==> src/rtl/asdpmem_reader_if.sv <==
// Burst read bundle for the asdpmem read port:
// command, memory address/data and output stream.
interface asdpmem_reader_if #(
    parameter int DEPTH = 6,
    parameter int WIDTH = 32
);
    logic             cmd_valid;
    logic             cmd_ready;
    logic [DEPTH-1:0] cmd_addr;
    logic [DEPTH:0]   cmd_len;
    logic [DEPTH-1:0] mem_addr;
    logic [WIDTH-1:0] mem_data;
    logic             out_valid;
    logic             out_ready;
    logic [WIDTH-1:0] out_data;
    logic             out_last;
    logic             done;

    modport master (
        input  cmd_valid, cmd_addr, cmd_len,
        input  mem_data, out_ready,
        output cmd_ready, mem_addr,
        output out_valid, out_data, out_last, done
    );

    modport slave (
        output cmd_valid, cmd_addr, cmd_len,
        output mem_data, out_ready,
        input  cmd_ready, mem_addr,
        input  out_valid, out_data, out_last, done
    );
endinterface

==> src/rtl/asdpmem_reader.sv <==
// Burst read engine: walks addrb from a start address and
// streams dob words out through a registered valid/ready stage.
module asdpmem_reader #(
    parameter int DEPTH = 6,
    parameter int WIDTH = 32
) (
    input logic              clk,
    input logic              srst_n,
    asdpmem_reader_if.master bus
);
    typedef enum logic {IDLE, BUSY} state_t;

    state_t           state;
    state_t           state_nx;
    logic [DEPTH-1:0] rd_ptr;
    logic [DEPTH:0]   remaining;
    logic             out_valid;
    logic             out_last;
    logic [WIDTH-1:0] out_data;
    logic             done;
    logic             cmd_rdy;
    logic             accept;
    logic             len_zero;
    logic             load;
    logic             hs;
    logic             fin;

    assign bus.cmd_ready = cmd_rdy;
    assign bus.mem_addr  = rd_ptr;
    assign bus.out_valid = out_valid;
    assign bus.out_data  = out_data;
    assign bus.out_last  = out_last;
    assign bus.done      = done;

    always_comb begin
        state_nx = state;
        cmd_rdy  = (state == IDLE);
        accept   = cmd_rdy & bus.cmd_valid;
        len_zero = (bus.cmd_len == '0);
        hs       = out_valid & bus.out_ready;
        fin      = hs & out_last;
        load     = (state == BUSY) & (remaining != '0) &
                   (!out_valid | bus.out_ready);
        unique case (1'b1)
            (state == IDLE): if (accept && !len_zero) state_nx = BUSY;
            (state == BUSY): if (fin) state_nx = IDLE;
            default:         state_nx = IDLE;
        endcase
    end

    always_ff @(posedge clk) begin
        if (!srst_n) state <= IDLE;
        else         state <= state_nx;
    end

    // A new word is loaded whenever the output slot is free or draining.
    always_ff @(posedge clk) begin
        if (!srst_n) begin
            rd_ptr    <= '0;
            remaining <= '0;
            out_valid <= 1'b0;
            out_last  <= 1'b0;
            out_data  <= '0;
            done      <= 1'b0;
        end else begin
            done <= (accept & len_zero) | fin;
            if (accept && !len_zero) begin
                rd_ptr    <= bus.cmd_addr;
                remaining <= bus.cmd_len;
            end
            if (load) begin
                out_data  <= bus.mem_data;
                out_valid <= 1'b1;
                out_last  <= (remaining == (DEPTH+1)'(1));
                rd_ptr    <= rd_ptr + 1'b1;
                remaining <= remaining - (DEPTH+1)'(1);
            end else if (hs) begin
                out_valid <= 1'b0;
                out_last  <= 1'b0;
            end
        end
    end
endmodule

==> src/flat_wrapper.sv <==
// flat-port wrapper written by rule: the top's interface ports become plain ports
module asdpmem_reader_flat 
#(
    parameter int DEPTH = 6,
    parameter int WIDTH = 32
)
  (clk, srst_n, bus_cmd_valid, bus_cmd_addr, bus_cmd_len, bus_mem_data, bus_out_ready, bus_cmd_ready, bus_mem_addr, bus_out_valid, bus_out_data, bus_out_last, bus_done);
  asdpmem_reader_if #(.DEPTH(DEPTH), .WIDTH(WIDTH)) bus_i ();
  input logic clk;
  input logic srst_n;
  input wire logic [$bits(bus_i.cmd_valid)-1:0] bus_cmd_valid;
  input wire logic [$bits(bus_i.cmd_addr)-1:0] bus_cmd_addr;
  input wire logic [$bits(bus_i.cmd_len)-1:0] bus_cmd_len;
  input wire logic [$bits(bus_i.mem_data)-1:0] bus_mem_data;
  input wire logic [$bits(bus_i.out_ready)-1:0] bus_out_ready;
  output wire logic [$bits(bus_i.cmd_ready)-1:0] bus_cmd_ready;
  output wire logic [$bits(bus_i.mem_addr)-1:0] bus_mem_addr;
  output wire logic [$bits(bus_i.out_valid)-1:0] bus_out_valid;
  output wire logic [$bits(bus_i.out_data)-1:0] bus_out_data;
  output wire logic [$bits(bus_i.out_last)-1:0] bus_out_last;
  output wire logic [$bits(bus_i.done)-1:0] bus_done;
  assign bus_i.cmd_valid = bus_cmd_valid;
  assign bus_i.cmd_addr = bus_cmd_addr;
  assign bus_i.cmd_len = bus_cmd_len;
  assign bus_i.mem_data = bus_mem_data;
  assign bus_i.out_ready = bus_out_ready;
  assign bus_cmd_ready = bus_i.cmd_ready;
  assign bus_mem_addr = bus_i.mem_addr;
  assign bus_out_valid = bus_i.out_valid;
  assign bus_out_data = bus_i.out_data;
  assign bus_out_last = bus_i.out_last;
  assign bus_done = bus_i.done;
  asdpmem_reader #(.DEPTH(DEPTH), .WIDTH(WIDTH)) u_core (.clk(clk), .srst_n(srst_n), .bus(bus_i));
endmodule
==> config.mk <==
export PLATFORM = sky130hd
export DESIGN_NAME = asdpmem_reader_flat
export DESIGN_NICKNAME = d
export VERILOG_FILES = /design/src/rtl/asdpmem_reader_if.sv /design/src/rtl/asdpmem_reader.sv /design/src/flat_wrapper.sv
export SDC_FILE = /design/constraint.sdc
export NUM_CORES = 1
export LEC_CHECK = 0
export CORE_UTILIZATION = 38
export CTS_CLUSTER_DIAMETER = 200
export DETAILED_ROUTE_END_ITERATION = 6
export GPL_TIMING_DRIVEN = 0
export HOLD_SLACK_MARGIN = 0.15
export PLACE_DENSITY = 0.78
export SYNTH_ARGS = -nofsm -noshare
export SYNTH_HDL_FRONTEND = slang
export SYNTH_SLANG_ARGS = --single-unit
==> constraint.sdc <==
create_clock -name clk -period 1.8 [get_ports clk]
set_input_delay 0.36 -clock clk [delete_from_list [all_inputs] [get_ports clk]]
set_output_delay 0.36 -clock clk [all_outputs]
set_load 0.05 [all_outputs]
==> flow_metrics.env <==
export IMPL_worstPathArrival_ps=2060
export IMPL_clock_sinks=49
export IMPL_chipWidth_microns=75.9
export IMPL_fin_crit_ps=1830
export IMPL_commonest_non_fill_non_tap_cell_in_the_layout="sky130_fd_sc_hd__nand2_1"
export IMPL_via_count=2198
export IMPL_critPathRequiredTime_ps=2030
export IMPL_grt_setup_unrepaired="true"
export IMPL_cts_tree="yes"
export IMPL_cts_root_to_sink_buffers=2
export IMPL_stdcell_area_sq_um=3330
export IMPL_nFillCells=471
export IMPL_worstSetupEndpointType="flip-flop"
export IMPL_final_min_period_over_clock_period=1.02
export IMPL_placed_cell_area_sq_um=3060
export IMPL_globalplace_congestion=0.851
export IMPL_detail_route_antenna_nets=0
export IMPL_grt_pass1_vias=2012
export IMPL_top_layer="met4"
export IMPL_largest_net_degree_at_the_start_of_global_routing=16
export IMPL_mappedNetlistNets=306
export IMPL_timing_hold_ws_ps=420
export IMPL_synth_cell_types=39
export IMPL_ctsRootBufferMaster="sky130_fd_sc_hd__clkbuf_8"
export IMPL_grt_overflow=0
export IMPL_met2WireLength_mm=2.86
export IMPL_maxClockFrequency_mhz=545
export IMPL_core_area_sq_um=5170
export IMPL_ir_worst_vdd_mv=0.603
export IMPL_routed_wirelength_normalized_by_instance_count_microns=14.1
export IMPL_layout_drive_gt1_share=0.130
export IMPL_num_io_pins=91
export IMPL_grt_util_all_layers=0.210
export IMPL_cts_reportedPaths_clkPinSlew_ps=90
export IMPL_syn2layout_area_growth_pct=60.4
export IMPL_route_detailed_vias_per_inst=5.10
export IMPL_preCtsSetupSlack_ps=-698
export IMPL_num_antenna_cells=0
export IMPL_post_synth_instance_area_sq_um=2080
export IMPL_cts_buffers=5
export IMPL_fp_dieH_microns=75.9
export IMPL_worst_slew_pin_transition_ps=535
export IMPL_routedLengthMet1_mm=2.65
export IMPL_setup_worst_path_start_class="primary input"
export IMPL_critical_path_max_fanout=7
export IMPL_clkLatencyLatePin_ps=300
export IMPL_drt_pass1_iter_count=4
export IMPL_design_die_area_sq_um=5760
export IMPL_outcome="finished with violations"
export IMPL_clock_skew_final_ps=11.4
export IMPL_floorplan_rows=26
export IMPL_port_buffer_count=89
export IMPL_detail_route_wirelength_mm=6.09
export IMPL_grt_first_pass_wirelength_mm=9.72
export IMPL_hp_class="in -> reg"
export IMPL_failed_checks="negative setup slack"
export IMPL_met3RoutedLength_microns=451
export IMPL_final_nets=413
export IMPL_timing_hold_violations_final=0
export IMPL_grt_antenna_before_repair=0
export IMPL_drt_initial_drc_count=149
export IMPL_detail_route_drc_violations=0
export IMPL_holdBufCountCts=0
export IMPL_htree_levels=2
export IMPL_post_syn_area_per_cell_sq_um=8.20
export IMPL_number_of_instances_in_the_synthesized_netlist=253
export IMPL_post_dp_hpwl_mm=4.04
export IMPL_setup_violations_final=4
export IMPL_layout_cells_most_common_list="sky130_fd_sc_hd__nand2_1, sky130_fd_sc_hd__dfxtp_1, sky130_fd_sc_hd__a21oi_1, sky130_fd_sc_hd__clkdlybuf4s50_1, sky130_fd_sc_hd__dlygate4sd2_1"
export IMPL_cellPowerDensity_nw_per_um2=873
export IMPL_max_cap_violations=0
export IMPL_slew_headroom=0.643
export IMPL_final_max_slew_viol_count=0
export IMPL_timing_setup_critical_path_class="in -> reg"
export IMPL_start_util=0.401
export IMPL_static_leakage_power_nw=1.43
export IMPL_timing_final_ws_setup_ps=-33.9
export IMPL_ys_seq_area_frac=0.473
export IMPL_ys_ff_latch=49
export IMPL_yosysWarningCount=0
==> per-layer routing <==
| layer | track usage | vias to the layer above |
|---|---|---|
| met4 | 0.0692 | 0 |
| li1 | - | 1091 |
| met2 | 0.335 | 92 |
| met1 | 0.268 | 1003 |
| met5 | 0 | - |
| met3 | 0.0675 | 12 |
==> synth_stat cells, drive strengths merged <==
cell	number	area, sq um
a31oi	2	12.5
o41ai	2	25.0
nor2	2	7.51
nor2b	1	6.26
dfxtp	49	981
or3	2	12.5
nand2b	3	18.8
o41a	1	11.3
o2bb2ai	2	17.5
nor3	4	20.0
or4	2	15.0
o211ai	4	43.8
nand3	9	45.0
ha	4	50.1
o21ai	2	10.0
nor4	1	6.26
or2	1	6.26
o22ai	1	6.26
a21oi	43	215
o2111ai	1	8.76
o32a	1	10.0
a2bb2oi	2	17.5
clkbuf	9	33.8
a211o	1	8.76
a32oi	2	17.5
o221ai	1	8.76
buf	8	55.1
nand2	74	278
a22o	2	17.5
o21a	1	7.51
mux2i	4	40.0
o211a	1	10.0
a22oi	3	22.5
inv	8	30.0
==> where the power goes <==
part	leakage [nW]	switching (W)	total, W	internal (W)
logic	0.987	0.000602	0.00102	0.000416
registers	0.402	0.0000667	0.00124	0.00118
clock network	0.0374	0.000371	0.000646	0.000274
total	1.43	0.00104	0.00291	0.00187
==> logic make-up after synthesis <==
group                    after synthesis  synth area share
multiplexers                           4            0.0193
AO/OA/AOI/OAI                         72             0.227
AND/OR/NAND/NOR                       99             0.200
adder cells (fa/ha/maj)                4            0.0241
flip-flops                            49             0.473
buffers and inverters                 25            0.0573
==> worst paths after layout <==
| path | from | end | slack, ps | depth (start not counted) |
|---|---|---|---|---|
| setup / recovery | bus_cmd_len[4] | u_core.bus.mem_addr[2] | -30 | 6 |
| hold reg to reg | u_core.bus.out_data[21] | u_core.bus.out_data[21] | 450 | 2 |
| hold / removal | bus_cmd_len[2] | u_core.remaining[2] | 420 | 3 |
| setup reg to reg | u_core.remaining[5] | u_core.bus.mem_addr[2] | -30 | 6 |
==> critical path, cell delays in order <==
cell	delay (ps)
sky130_fd_sc_hd__dlygate4sd2_1	260
sky130_fd_sc_hd__or4_4	520
sky130_fd_sc_hd__o41a_1	410
sky130_fd_sc_hd__buf_6	160
sky130_fd_sc_hd__a211o_1	220
sky130_fd_sc_hd__a21oi_1	130
==> final cells by class <==
cell class / instances / area, sq um / area share
timing repair buffer: 101 / 972 / 0.292
tap: 70 / 87.6 / 0.0263
inverter: 8 / 30.0 / 0.00902
clock inverter: 2 / 15.0 / 0.00451
sequential: 49 / 988 / 0.297
clock buffer: 6 / 72.6 / 0.0218
multi-input combinational: 179 / 1030 / 0.310
buffer: 16 / 130 / 0.0391
==> metrics by stage <==
stage	cells	setup TNS, ps	util	total power, W
6_report	431	-89.3	0.644	0.00291
5_1_grt	431	-379	0.644	0.00306
4_1_cts	429	-925	0.628	0.00288
3_5_place_dp	412	-17490	0.592	0.00220
3_3_place_gp	412	-16310	0.592	0.00218
2_1_floorplan	253	-95.0	-	0.00185
==> state kept, by name (all words and copies together) (netlist names) <==
name,count
u_core.bus.done,1
u_core.remaining,7
u_core.bus.out_last,1
u_core.bus.out_data,32
u_core.bus.mem_addr,6
u_core.bus.out_valid,1
u_core.state,1
==> what timing repair did <==
item	CTS	global route
endpoints found under the setup margin	87	47
resized for setup	69	15
pin swaps	11	7
gates cloned	1	1
buffers inserted	8	2
Note: power is estimated with default switching activity, not from simulation.
